[src/rtl/eth_rx_mac_filter_if.sv]
`default_nettype none
`timescale 1ns/1ps
// ============================================================================
// Module   : eth_rx_mac_filter_if
// Brief    : 8-bit AXI-Stream bundle (data, valid, last, user, ready) with
//            master/slave views for the RX MAC address filter.
// Revision : 1.0 - initial release
// ============================================================================
interface eth_rx_mac_filter_if;
   logic [7:0] tdata;
   logic       tvalid;
   logic       tlast;
   logic       tuser;
   logic       tready;

   modport master (output tdata, output tvalid, output tlast, output tuser, input tready);
   modport slave  (input tdata, input tvalid, input tlast, input tuser, output tready);
endinterface
`default_nettype wire

[src/rtl/eth_rx_mac_filter.sv]
`default_nettype none
`timescale 1ns/1ps
// ============================================================================
// Module   : eth_rx_mac_filter
// Brief    : Buffers the 6-byte destination MAC of each received frame, then
//            replays and forwards the frame or discards it. Keeps saturating
//            forwarded / dropped frame counters.
// Revision : 1.0 - initial release
// ============================================================================
module eth_rx_mac_filter #(
   parameter logic [47:0] LOCAL_MAC    = 48'h000A35000001,
   parameter bit          ACCEPT_BCAST = 1'b1,
   parameter bit          ACCEPT_MCAST = 1'b0,
   parameter int          CNT_W        = 32
) (
   input  logic                 clk_125,
   input  logic                 sys_rst_n,
   input  logic                 promisc,
   eth_rx_mac_filter_if.slave   s_axis,
   eth_rx_mac_filter_if.master  m_axis,
   output logic [CNT_W-1:0]     frames_ok,
   output logic [CNT_W-1:0]     frames_drop,
   output logic                 filter_busy
);

   localparam logic [47:0]      c_bcast_mac = {48{1'b1}};
   localparam logic [CNT_W-1:0] c_cnt_one   = {{(CNT_W-1){1'b0}}, 1'b1};

   typedef enum logic [2:0] {
      S_IDLE   = 3'd0,
      S_HDR    = 3'd1,
      S_REPLAY = 3'd2,
      S_PASS   = 3'd3,
      S_DROP   = 3'd4
   } state_t;

   state_t           r_state;
   logic [1:0]       r_rst_sync;
   logic [7:0]       r_hdr [0:5];
   logic [2:0]       r_idx;
   logic [2:0]       r_rptr;
   logic [7:0]       r_m_tdata;
   logic             r_m_tvalid;
   logic             r_m_tlast;
   logic             r_m_tuser;
   logic [CNT_W-1:0] r_frames_ok;
   logic [CNT_W-1:0] r_frames_drop;

   logic             w_rst_n;
   logic             w_s_tready;
   logic             w_s_fire;
   logic             w_m_fire;
   logic [47:0]      w_dest;
   logic             w_match;

   function automatic logic [CNT_W-1:0] sat_inc(input logic [CNT_W-1:0] v);
      return (&v) ? v : v + c_cnt_one;
   endfunction

   // Reset synchronizer: asserts immediately, releases two clocks after sys_rst_n rises.
   always_ff @(posedge clk_125 or negedge sys_rst_n) begin
      if (!sys_rst_n) r_rst_sync <= 2'b00;
      else            r_rst_sync <= {r_rst_sync[0], 1'b1};
   end
   assign w_rst_n = r_rst_sync[1];

   // Destination address as it stands once the 6th byte arrives (5 stored + live byte).
   assign w_dest  = {r_hdr[0], r_hdr[1], r_hdr[2], r_hdr[3], r_hdr[4], s_axis.tdata};
   assign w_match = promisc
                  | (w_dest == LOCAL_MAC)
                  | (ACCEPT_BCAST & (w_dest == c_bcast_mac))
                  | (ACCEPT_MCAST & w_dest[40] & (w_dest != c_bcast_mac));

   // Input ready per state; in PASS the input is also held off once the tlast
   // beat sits in the output register so the next frame's first byte is not
   // swallowed into this frame.
   always_comb begin
      w_s_tready = 1'b0;
      if (w_rst_n) begin
         case (r_state)
            S_IDLE, S_HDR, S_DROP: w_s_tready = 1'b1;
            S_PASS:  w_s_tready = !(r_m_tvalid & r_m_tlast) & (!r_m_tvalid | m_axis.tready);
            default: w_s_tready = 1'b0;
         endcase
      end
   end

   assign w_s_fire = s_axis.tvalid & w_s_tready;
   assign w_m_fire = r_m_tvalid & m_axis.tready;

   // Frame state machine: header capture, decision, header replay, pass-through and drop.
   always_ff @(posedge clk_125 or negedge w_rst_n) begin
      if (!w_rst_n) begin
         r_state       <= S_IDLE;
         r_idx         <= 3'd0;
         r_rptr        <= 3'd0;
         r_m_tdata     <= 8'd0;
         r_m_tvalid    <= 1'b0;
         r_m_tlast     <= 1'b0;
         r_m_tuser     <= 1'b0;
         r_frames_ok   <= '0;
         r_frames_drop <= '0;
         for (int i = 0; i < 6; i++) r_hdr[i] <= 8'd0;
      end else begin
         case (r_state)
            S_IDLE: begin
               if (w_s_fire) begin
                  r_hdr[0] <= s_axis.tdata;
                  if (s_axis.tlast) begin
                     r_frames_drop <= sat_inc(r_frames_drop);
                  end else begin
                     r_idx   <= 3'd1;
                     r_state <= S_HDR;
                  end
               end
            end
            S_HDR: begin
               if (w_s_fire) begin
                  r_hdr[r_idx] <= s_axis.tdata;
                  if (s_axis.tlast) begin
                     // Frames of 6 bytes or fewer carry no payload: runt.
                     r_frames_drop <= sat_inc(r_frames_drop);
                     r_idx         <= 3'd0;
                     r_state       <= S_IDLE;
                  end else if (r_idx == 3'd5) begin
                     r_idx <= 3'd0;
                     if (w_match) begin
                        r_m_tdata  <= r_hdr[0];
                        r_m_tvalid <= 1'b1;
                        r_m_tlast  <= 1'b0;
                        r_m_tuser  <= 1'b0;
                        r_rptr     <= 3'd1;
                        r_state    <= S_REPLAY;
                     end else begin
                        r_state    <= S_DROP;
                     end
                  end else begin
                     r_idx <= r_idx + 3'd1;
                  end
               end
            end
            S_REPLAY: begin
               // r_rptr names the next header byte to present; 6 means hdr[5] is on the bus.
               if (w_m_fire) begin
                  if (r_rptr == 3'd6) begin
                     r_m_tvalid <= 1'b0;
                     r_rptr     <= 3'd0;
                     r_state    <= S_PASS;
                  end else begin
                     r_m_tdata <= r_hdr[r_rptr];
                     r_rptr    <= r_rptr + 3'd1;
                  end
               end
            end
            S_PASS: begin
               if (w_s_fire) begin
                  r_m_tdata  <= s_axis.tdata;
                  r_m_tvalid <= 1'b1;
                  r_m_tlast  <= s_axis.tlast;
                  r_m_tuser  <= s_axis.tuser & s_axis.tlast;
               end else if (w_m_fire) begin
                  r_m_tvalid <= 1'b0;
                  if (r_m_tlast) begin
                     r_m_tlast   <= 1'b0;
                     r_m_tuser   <= 1'b0;
                     r_frames_ok <= sat_inc(r_frames_ok);
                     r_state     <= S_IDLE;
                  end
               end
            end
            S_DROP: begin
               if (w_s_fire && s_axis.tlast) begin
                  r_frames_drop <= sat_inc(r_frames_drop);
                  r_state       <= S_IDLE;
               end
            end
            default: r_state <= S_IDLE;
         endcase
      end
   end

   assign s_axis.tready = w_s_tready;
   assign m_axis.tdata  = r_m_tdata;
   assign m_axis.tvalid = r_m_tvalid;
   assign m_axis.tlast  = r_m_tlast;
   assign m_axis.tuser  = r_m_tuser;
   assign frames_ok     = r_frames_ok;
   assign frames_drop   = r_frames_drop;
   assign filter_busy   = (r_state != S_IDLE);

endmodule
`default_nettype wire

[src/flat_wrapper.sv]
// flat-port wrapper written by rule: the top's interface ports become plain ports
module eth_rx_mac_filter_flat 
#(
   parameter logic [47:0] LOCAL_MAC    = 48'h000A35000001,
   parameter bit          ACCEPT_BCAST = 1'b1,
   parameter bit          ACCEPT_MCAST = 1'b0,
   parameter int          CNT_W        = 32
)
  (clk_125, sys_rst_n, promisc, frames_ok, frames_drop, filter_busy, s_axis_tdata, s_axis_tvalid, s_axis_tlast, s_axis_tuser, s_axis_tready, m_axis_tdata, m_axis_tvalid, m_axis_tlast, m_axis_tuser, m_axis_tready);
  eth_rx_mac_filter_if s_axis_i ();
  eth_rx_mac_filter_if m_axis_i ();
  input  logic clk_125;
  input  logic sys_rst_n;
  input  logic promisc;
  output logic [CNT_W-1:0] frames_ok;
  output logic [CNT_W-1:0] frames_drop;
  output logic filter_busy;
  input wire logic [$bits(s_axis_i.tdata)-1:0] s_axis_tdata;
  input wire logic [$bits(s_axis_i.tvalid)-1:0] s_axis_tvalid;
  input wire logic [$bits(s_axis_i.tlast)-1:0] s_axis_tlast;
  input wire logic [$bits(s_axis_i.tuser)-1:0] s_axis_tuser;
  output wire logic [$bits(s_axis_i.tready)-1:0] s_axis_tready;
  output wire logic [$bits(m_axis_i.tdata)-1:0] m_axis_tdata;
  output wire logic [$bits(m_axis_i.tvalid)-1:0] m_axis_tvalid;
  output wire logic [$bits(m_axis_i.tlast)-1:0] m_axis_tlast;
  output wire logic [$bits(m_axis_i.tuser)-1:0] m_axis_tuser;
  input wire logic [$bits(m_axis_i.tready)-1:0] m_axis_tready;
  assign s_axis_i.tdata = s_axis_tdata;
  assign s_axis_i.tvalid = s_axis_tvalid;
  assign s_axis_i.tlast = s_axis_tlast;
  assign s_axis_i.tuser = s_axis_tuser;
  assign s_axis_tready = s_axis_i.tready;
  assign m_axis_tdata = m_axis_i.tdata;
  assign m_axis_tvalid = m_axis_i.tvalid;
  assign m_axis_tlast = m_axis_i.tlast;
  assign m_axis_tuser = m_axis_i.tuser;
  assign m_axis_i.tready = m_axis_tready;
  eth_rx_mac_filter #(.LOCAL_MAC(LOCAL_MAC), .ACCEPT_BCAST(ACCEPT_BCAST), .ACCEPT_MCAST(ACCEPT_MCAST), .CNT_W(CNT_W)) u_core (.clk_125(clk_125), .sys_rst_n(sys_rst_n), .promisc(promisc), .s_axis(s_axis_i), .m_axis(m_axis_i), .frames_ok(frames_ok), .frames_drop(frames_drop), .filter_busy(filter_busy));
endmodule
[config.mk]
export PLATFORM = sky130hd
export DESIGN_NAME = eth_rx_mac_filter_flat
export DESIGN_NICKNAME = d
export VERILOG_FILES = /design/src/rtl/eth_rx_mac_filter_if.sv /design/src/rtl/eth_rx_mac_filter.sv /design/src/flat_wrapper.sv
export SDC_FILE = /design/constraint.sdc
export NUM_CORES = 1
export LEC_CHECK = 0
export ABC_AREA = 0
export BUFFER_PORTS_ARGS = -buffer_cell sky130_fd_sc_hd__buf_2
export CAP_MARGIN = 40
export CORE_MARGIN = 5
export CORE_UTILIZATION = 43
export DETAILED_ROUTE_END_ITERATION = 12
export SYNTH_ARGS = -nofsm -noshare
export SYNTH_HDL_FRONTEND = slang
export SYNTH_SLANG_ARGS = --single-unit
export TNS_END_PERCENT = 30
[constraint.sdc]
create_clock -name clk_125 -period 4.6 [get_ports clk_125]
set_input_delay 0.46 -clock clk_125 [delete_from_list [all_inputs] [get_ports clk_125]]
set_output_delay 0.46 -clock clk_125 [all_outputs]
set_load 0.02 [all_outputs]
* Yosys cells after proc, flatten, opt, wreduce, memory -nomap -nowiden *
Cells that the tools add are included.

word-level totals
  flip-flop bits (word level) = 134
  output and inout bits = 77
  logic and storage cells = 154

cells by class
  add/subtract/negate cells = 4
  order comparisons = 3
  eq/ne operators = 27
  muxes and demuxes = 66
  bitwise operators = 12
  reductions and logical operators = 26

operators with widths
  operator                                                count
  2-to-1 mux 32 bit                                       4
  2-to-1 mux 8 bit                                        10
  adder 32 x 1 -> 32 bit (second input constant)          2
  case mux 32 bit (2 select lines)                        1
  AND reduction 32 bit                                    2
  2-to-1 mux 3 bit                                        21
  bitwise mux 48 bit                                      1
  == test 48 x 36 -> 1 bit (second input constant)        1
  == test 48 bit (second input constant)                  1
  2-to-1 mux 48 bit                                       1
  binary-select mux 8 bit (select 3 bit)                  1
  demux 8 bit (select 3 bit)                              1
  inequality test 2 x 1 -> 1 bit (second input constant)  12
  case mux 8 bit (3 select lines)                         1
  2-to-1 mux 1 bit                                        17
  case mux 8 bit (2 select lines)                         1
  AND reduction 8 bit                                     2
  case mux 3 bit (5 select lines)                         1
  case mux 3 bit (2 select lines)                         2
  AND reduction 6 bit                                     2
  AND reduction 10 bit                                    1
  == test 3 bit (second input constant)                   3
  >= comparator 4 bit (second input constant)             2
  inequality test 2 bit (second input constant)           4
  24 further kinds                                        44

* Longest topological paths before layout *
  word-level depth = 9
  gate-level depth with buffers = 8
  mapped depth without buffers = 7

* Worst setup path after synthesis *
Ideal clock, no wire load.

  path kind = register -> register
  start point = register u_core.r_rst_sync[1]
  end point = register u_core.r_hdr[10] (netlist name)
  library setup time = 0.125 ns
  arrival time = 5.254 ns
  required time = 4.475 ns
  path slack = -0.778 ns
  stages on the path, launching flop included = 7
  buffers on the path = 1
  clock period less this slack = 5.378 ns
  cell sequence = dfrtp_1 nand2_1 nor3_1 nand2_1 or4b_1 clkbuf_1 mux2_2

between the ends
  word-level cells in the longest chain between the ends = 3

RTL lines
  item                           RTL line                  text
  start, declared                eth_rx_mac_filter.sv:38   logic [1:0] r_rst_sync;
  start signal, assigned         eth_rx_mac_filter.sv:63   else r_rst_sync <= {r_rst_sync[0], 1'b1};
  2-to-1 mux 1 bit               eth_rx_mac_filter.sv:79   if (w_rst_n) begin
  AND 1 bit                      eth_rx_mac_filter.sv:88   assign w_s_fire = s_axis.tvalid & w_s_tready;
  AND reduction 2 bit (no line)  --
  end signal, assigned by index  eth_rx_mac_filter.sv:119  r_hdr[r_idx] <= s_axis.tdata;
  end, declared                  eth_rx_mac_filter.sv:39   logic [7:0] r_hdr [0:5];

Every way passes these cells.
A chain may end at the register's enable or synchronous reset.

* Worst setup path in the final report *
  start point = register u_core.r_state[0]
  end point = register u_core.r_m_tdata[3], in the netlist u_core.m_axis.tdata[3]

between the ends
  word-level cells in the longest chain between the ends = 7
  elaborated cells on any way between the ends = 19
  those cells by class = eq/ne (11); mux (3); bitwise (1); reduce/logical (4)

RTL lines
  item                                                  RTL line                                           text
  start, declared                                       eth_rx_mac_filter.sv:37                            state_t r_state;
  start signal, assigned                                eth_rx_mac_filter.sv:94                            r_state <= S_IDLE;
  start signal, assigned                                eth_rx_mac_filter.sv:113                           r_state <= S_HDR;
  start signal, assigned                                eth_rx_mac_filter.sv:124                           r_state <= S_IDLE;
  == test 3 x 1 -> 1 bit, or another cell as far along  eth_rx_mac_filter.sv:80, eth_rx_mac_filter.sv:105
  OR reduction 3 bit                                    eth_rx_mac_filter.sv:80                            case (r_state)
  case mux 1 bit (2 select lines)                       eth_rx_mac_filter.sv:80
  2-to-1 mux 1 bit                                      eth_rx_mac_filter.sv:79
  AND 1 bit                                             eth_rx_mac_filter.sv:88
  inequality test 2 x 1 -> 1 bit (no line)              --
  AND reduction 8 bit (no line)                         --
  end signal, assigned                                  eth_rx_mac_filter.sv:128                           r_m_tdata <= r_hdr[0];
  end signal, assigned                                  eth_rx_mac_filter.sv:150                           r_m_tdata <= r_hdr[r_rptr];
  end signal, assigned                                  eth_rx_mac_filter.sv:157                           r_m_tdata <= s_axis.tdata;
  end, declared                                         eth_rx_mac_filter.sv:42                            logic [7:0] r_m_tdata;

Several ways; a longest one is shown, not always the timed one.

==> out/metrics.csv <==
stage,metric,value,unit
run_status,status,"complete, no violations",
yosys,Synth Cell Area,6640,µm²
yosys,"EDFF count, synth",0,
setup_path,crit path cell chain,inv_1 -> a21o_1 -> a2111oi_0 -> o22a_1 -> o21ai_2 -> mux2_1,
power_and_ir_drop,post-layout total power,4.13,mW
yosys,main combinational cell family by area after synthesis,simple AND/OR/NAND/NOR gates,
finish,post-route design area,7960,µm²
grt,vias in the first global route,5105,
place,Post-DP HPWL,11700,µm
routing,vias per std cell,5.74,
finish,# diodes,0,
job,max-cap violations,0,
yosys,top post-synthesis cells by area,"dfrtp_1 51%, mux2_2 7.1%, xnor2_1 5.0%",
routing,DR vias,5237,
floorplan,Die ar.,18000,µm²
yosys,Post-Syn Instances,616,
timing,setup ws final,1.78,ns
yosys,compound-cell area share of the yosys netlist,0.0599,
setup_path,max incr delay on CP,0.83,ns
setup_path,CP arrival,3.10,ns
floorplan,I/O Pins,92,
clocking,Max clock buf depth,2,
hold_path,Hold Path Class,reg -> reg,
timing,final cycle utilization of the critical path,0.612,
yosys,syn_area_per_cell,10.8,µm²
yosys,simple-gate share of the synthesized area,0.201,
yosys,Yosys reg bits,134,
floorplan,die width,134,µm
routing,Iteration-0 DRC Markers,417,
finish,fin nets,728,
timing,Fmax,355,MHz
setup_path,worst r2r src,u_core.r_state[0],
clocking,cts bufs inserted,17,
power_and_ir_drop,Peak VDD IR,0.285,mV
routing,final WL,16400,µm
clocking,Post-CTS Setup Repair Bufs,0,
timing,max-slew violation count,0,
setup_path,Critical Path RT,4.89,ns
timing,RSZ-0062 raised after global routing,no,
clocking,Clock transition at path regs,0.06,ns
timing,Setup Viol. Count Final,0,
timing,worst slew pin tran,0.848,ns
yosys,post-synthesis mux area share,0.126,
yosys,most common cell in the netlist,dfrtp_1,
floorplan,Initial Util,0.438,
hold_path,hold_sp,u_core.r_rst_sync[0],
timing,Final Hold Vio Count,0,
timing,Setup Skew,0.00874,ns
floorplan,Die Ht,134,µm
place,IO Port Bufs,91,
yosys,"Seq/Total Area, Yosys",0.505,
routing,WL/cell,18.0,µm
hold_path,hold-critical path depth,0,
power_and_ir_drop,Static Leak,3.74,nW
finish,share of layout cells above drive strength 1,0.260,
yosys,Async SR Flop Fraction,1.00,
place,DP Worst Slack,1.80,ns
clocking,CTS H-tree depth,4,
setup_path,critical path capture point type,register,
timing,setup_tns,0,ns
clocking,CTS Root Cell,clkbuf_16,
yosys,"area leader, netlist",dfrtp_1,
yosys,Syn Nets,633,
setup_path,R2R Path End,u_core.m_axis.tdata[3],
setup_path,largest fanout on the critical path,27,
setup_path,worst reg2reg path depth,6,
setup_path,"setup slack, reg-to-reg",1.78,ns
yosys,Post-Synth Adder-Cell Area,0.00377,
floorplan,core area,15100,µm²
grt,initial antenna violation count,0,
grt,GRT Total Usage,0.186,
setup_path,highest-delay cell along the critical path,dfrtp_1,
routing,drc violations,0,
clocking,CTS tree,built,
timing,post-layout min period,2.82,ns
place,placed cell areas,7330,µm²
yosys,top cell type's share of synthesized area,0.505,
power_and_ir_drop,P per Cell Area,519,nW/µm²
floorplan,Rows,45,
hold_path,WHS Endpoint,u_core.r_rst_sync[1],
setup_path,Setup CP Type,reg -> reg,
setup_path,CP Launch Type,register,
yosys,top_reg_cell synth,dfrtp_1,
routing,Routed Antenna Nets,0,
timing,Max transition margin,0.433,
finish,Final Core Density,0.526,
yosys,Unique masters post-synth,61,
grt,global-route wire length before repair,26900,µm
clocking,post_cts resized,0,
grt,GRT overflow,0,
finish,Area Overhead vs Synth,19.9,%
routing,drt first pass iters,5,
yosys,commonest cells in the synthesized netlist,"134 x dfrtp_1, 65 x nand2_1, 42 x mux2_2",
clocking,clk_lat worst skew,0.41,ns
place,Final Wtd Congestion,0.916,
yosys,Synth Area in XOR/XNOR,0.0818,
grt,largest net degree at the start of global routing,62,
clocking,CTS sink cnt,134,
yosys,Syn. warnings,0,
-- how the worst max path moves through the flow --
stage	to	slack [ns]	depth (start not counted)	from
final	u_core.m_axis.tdata[3]	1.78	6	u_core.r_state[0]
after global routing	u_core.frames_drop[28]	1.40	7	u_core.r_rst_sync[1]
after CTS	u_core.frames_drop[29]	1.77	7	u_core.r_rst_sync[1]
after detailed placement	u_core.frames_drop[29]	1.80	7	u_core.r_rst_sync[1]
after global placement	u_core.frames_drop[26]	1.87	7	u_core.r_rst_sync[1]
after floorplan	u_core.r_hdr[10]	0.72	6	u_core.r_rst_sync[1]
-- area by class of cell --
| class | count | area, µm² |
|---|---|---|
| clock buffer | 24 | 502 |
| clock inverter | 8 | 119 |
| fill | 1332 | 7180 |
| inverter | 16 | 60.1 |
| multi-input combinational | 444 | 3140 |
| sequential | 134 | 3360 |
| tap | 188 | 235 |
| timing repair buffer | 98 | 553 |
-- cell families after synthesis --
logic type | Yosys count
simple gates | 248
flops | 134
mux | 67
compound gates | 64
xor+xnor | 62
buf+inv | 38
fa+ha+maj | 2
other cells | 1
-- registers in the layout, summed over array words and instances, names as in the netlist, 2 cells and up --
register	count
u_core.r_rptr	3
u_core.r_idx	3
u_core.frames_drop	32
u_core.r_hdr	48
u_core.r_state	3
u_core.r_rst_sync	2
u_core.m_axis.tdata	8
u_core.frames_ok	32
-- timing repair --
action	4_1_cts	5_1_grt
hold endpoints to repair	2	0
endpoints found under the setup margin	0	0
hold buffers	1	0
-- per-layer routing --
metal / vias to the layer above / part of all wire / track usage
met2: 178 / 0.45 / 0.273
met4: 0 / 0.022 / 0.0701
li1: 2431 / - / -
met3: 30 / 0.063 / 0.0499
met1: 2598 / 0.47 / 0.264
met5: - / 0 / 0
-- power breakdown --
part           switching, mW  internal (mW)
registers              0.338           1.42
logic                  0.487          0.480
clock network          0.483          0.922
-- worst max-delay path: cells and delay by family (launching register included) --
family	cells	cell delay, ns
DFF	1	0.83
AOI/OAI and AO/OA	4	1.23
buffers and inverters	1	0.25
muxes	1	0.36
-- layout by cell type, fill, tap and decap left out, types with 4 or more instances in the layout --
cell       count
nand4_1       26
xnor2_1       38
a21oi_1       15
mux2_1         8
inv_1         14
o21ai_0       25
and2_1         5
xor2_1        24
buf_2         91
dfrtp_1      133
nor2_1        30
nand2_1       65
clkinv_2       4
clkbuf_16     17
and4_1         9
and3_1         8
mux4_2         8
mux2i_1        9
mux2_2        42
nor3_1        20
nand3_1       31
nand2b_1       4
nor4_1        21
clkbuf_8       5
nand3b_1       9
-- through the flow --
stage	instances	hold WS, ns
after floorplan	616	0.164
after global placement	876	0.266
after detailed placement	879	0.265
after CTS	912	0.359
after global routing	912	0.374
final	912	0.357
Power figures use the tool's default switching activity.
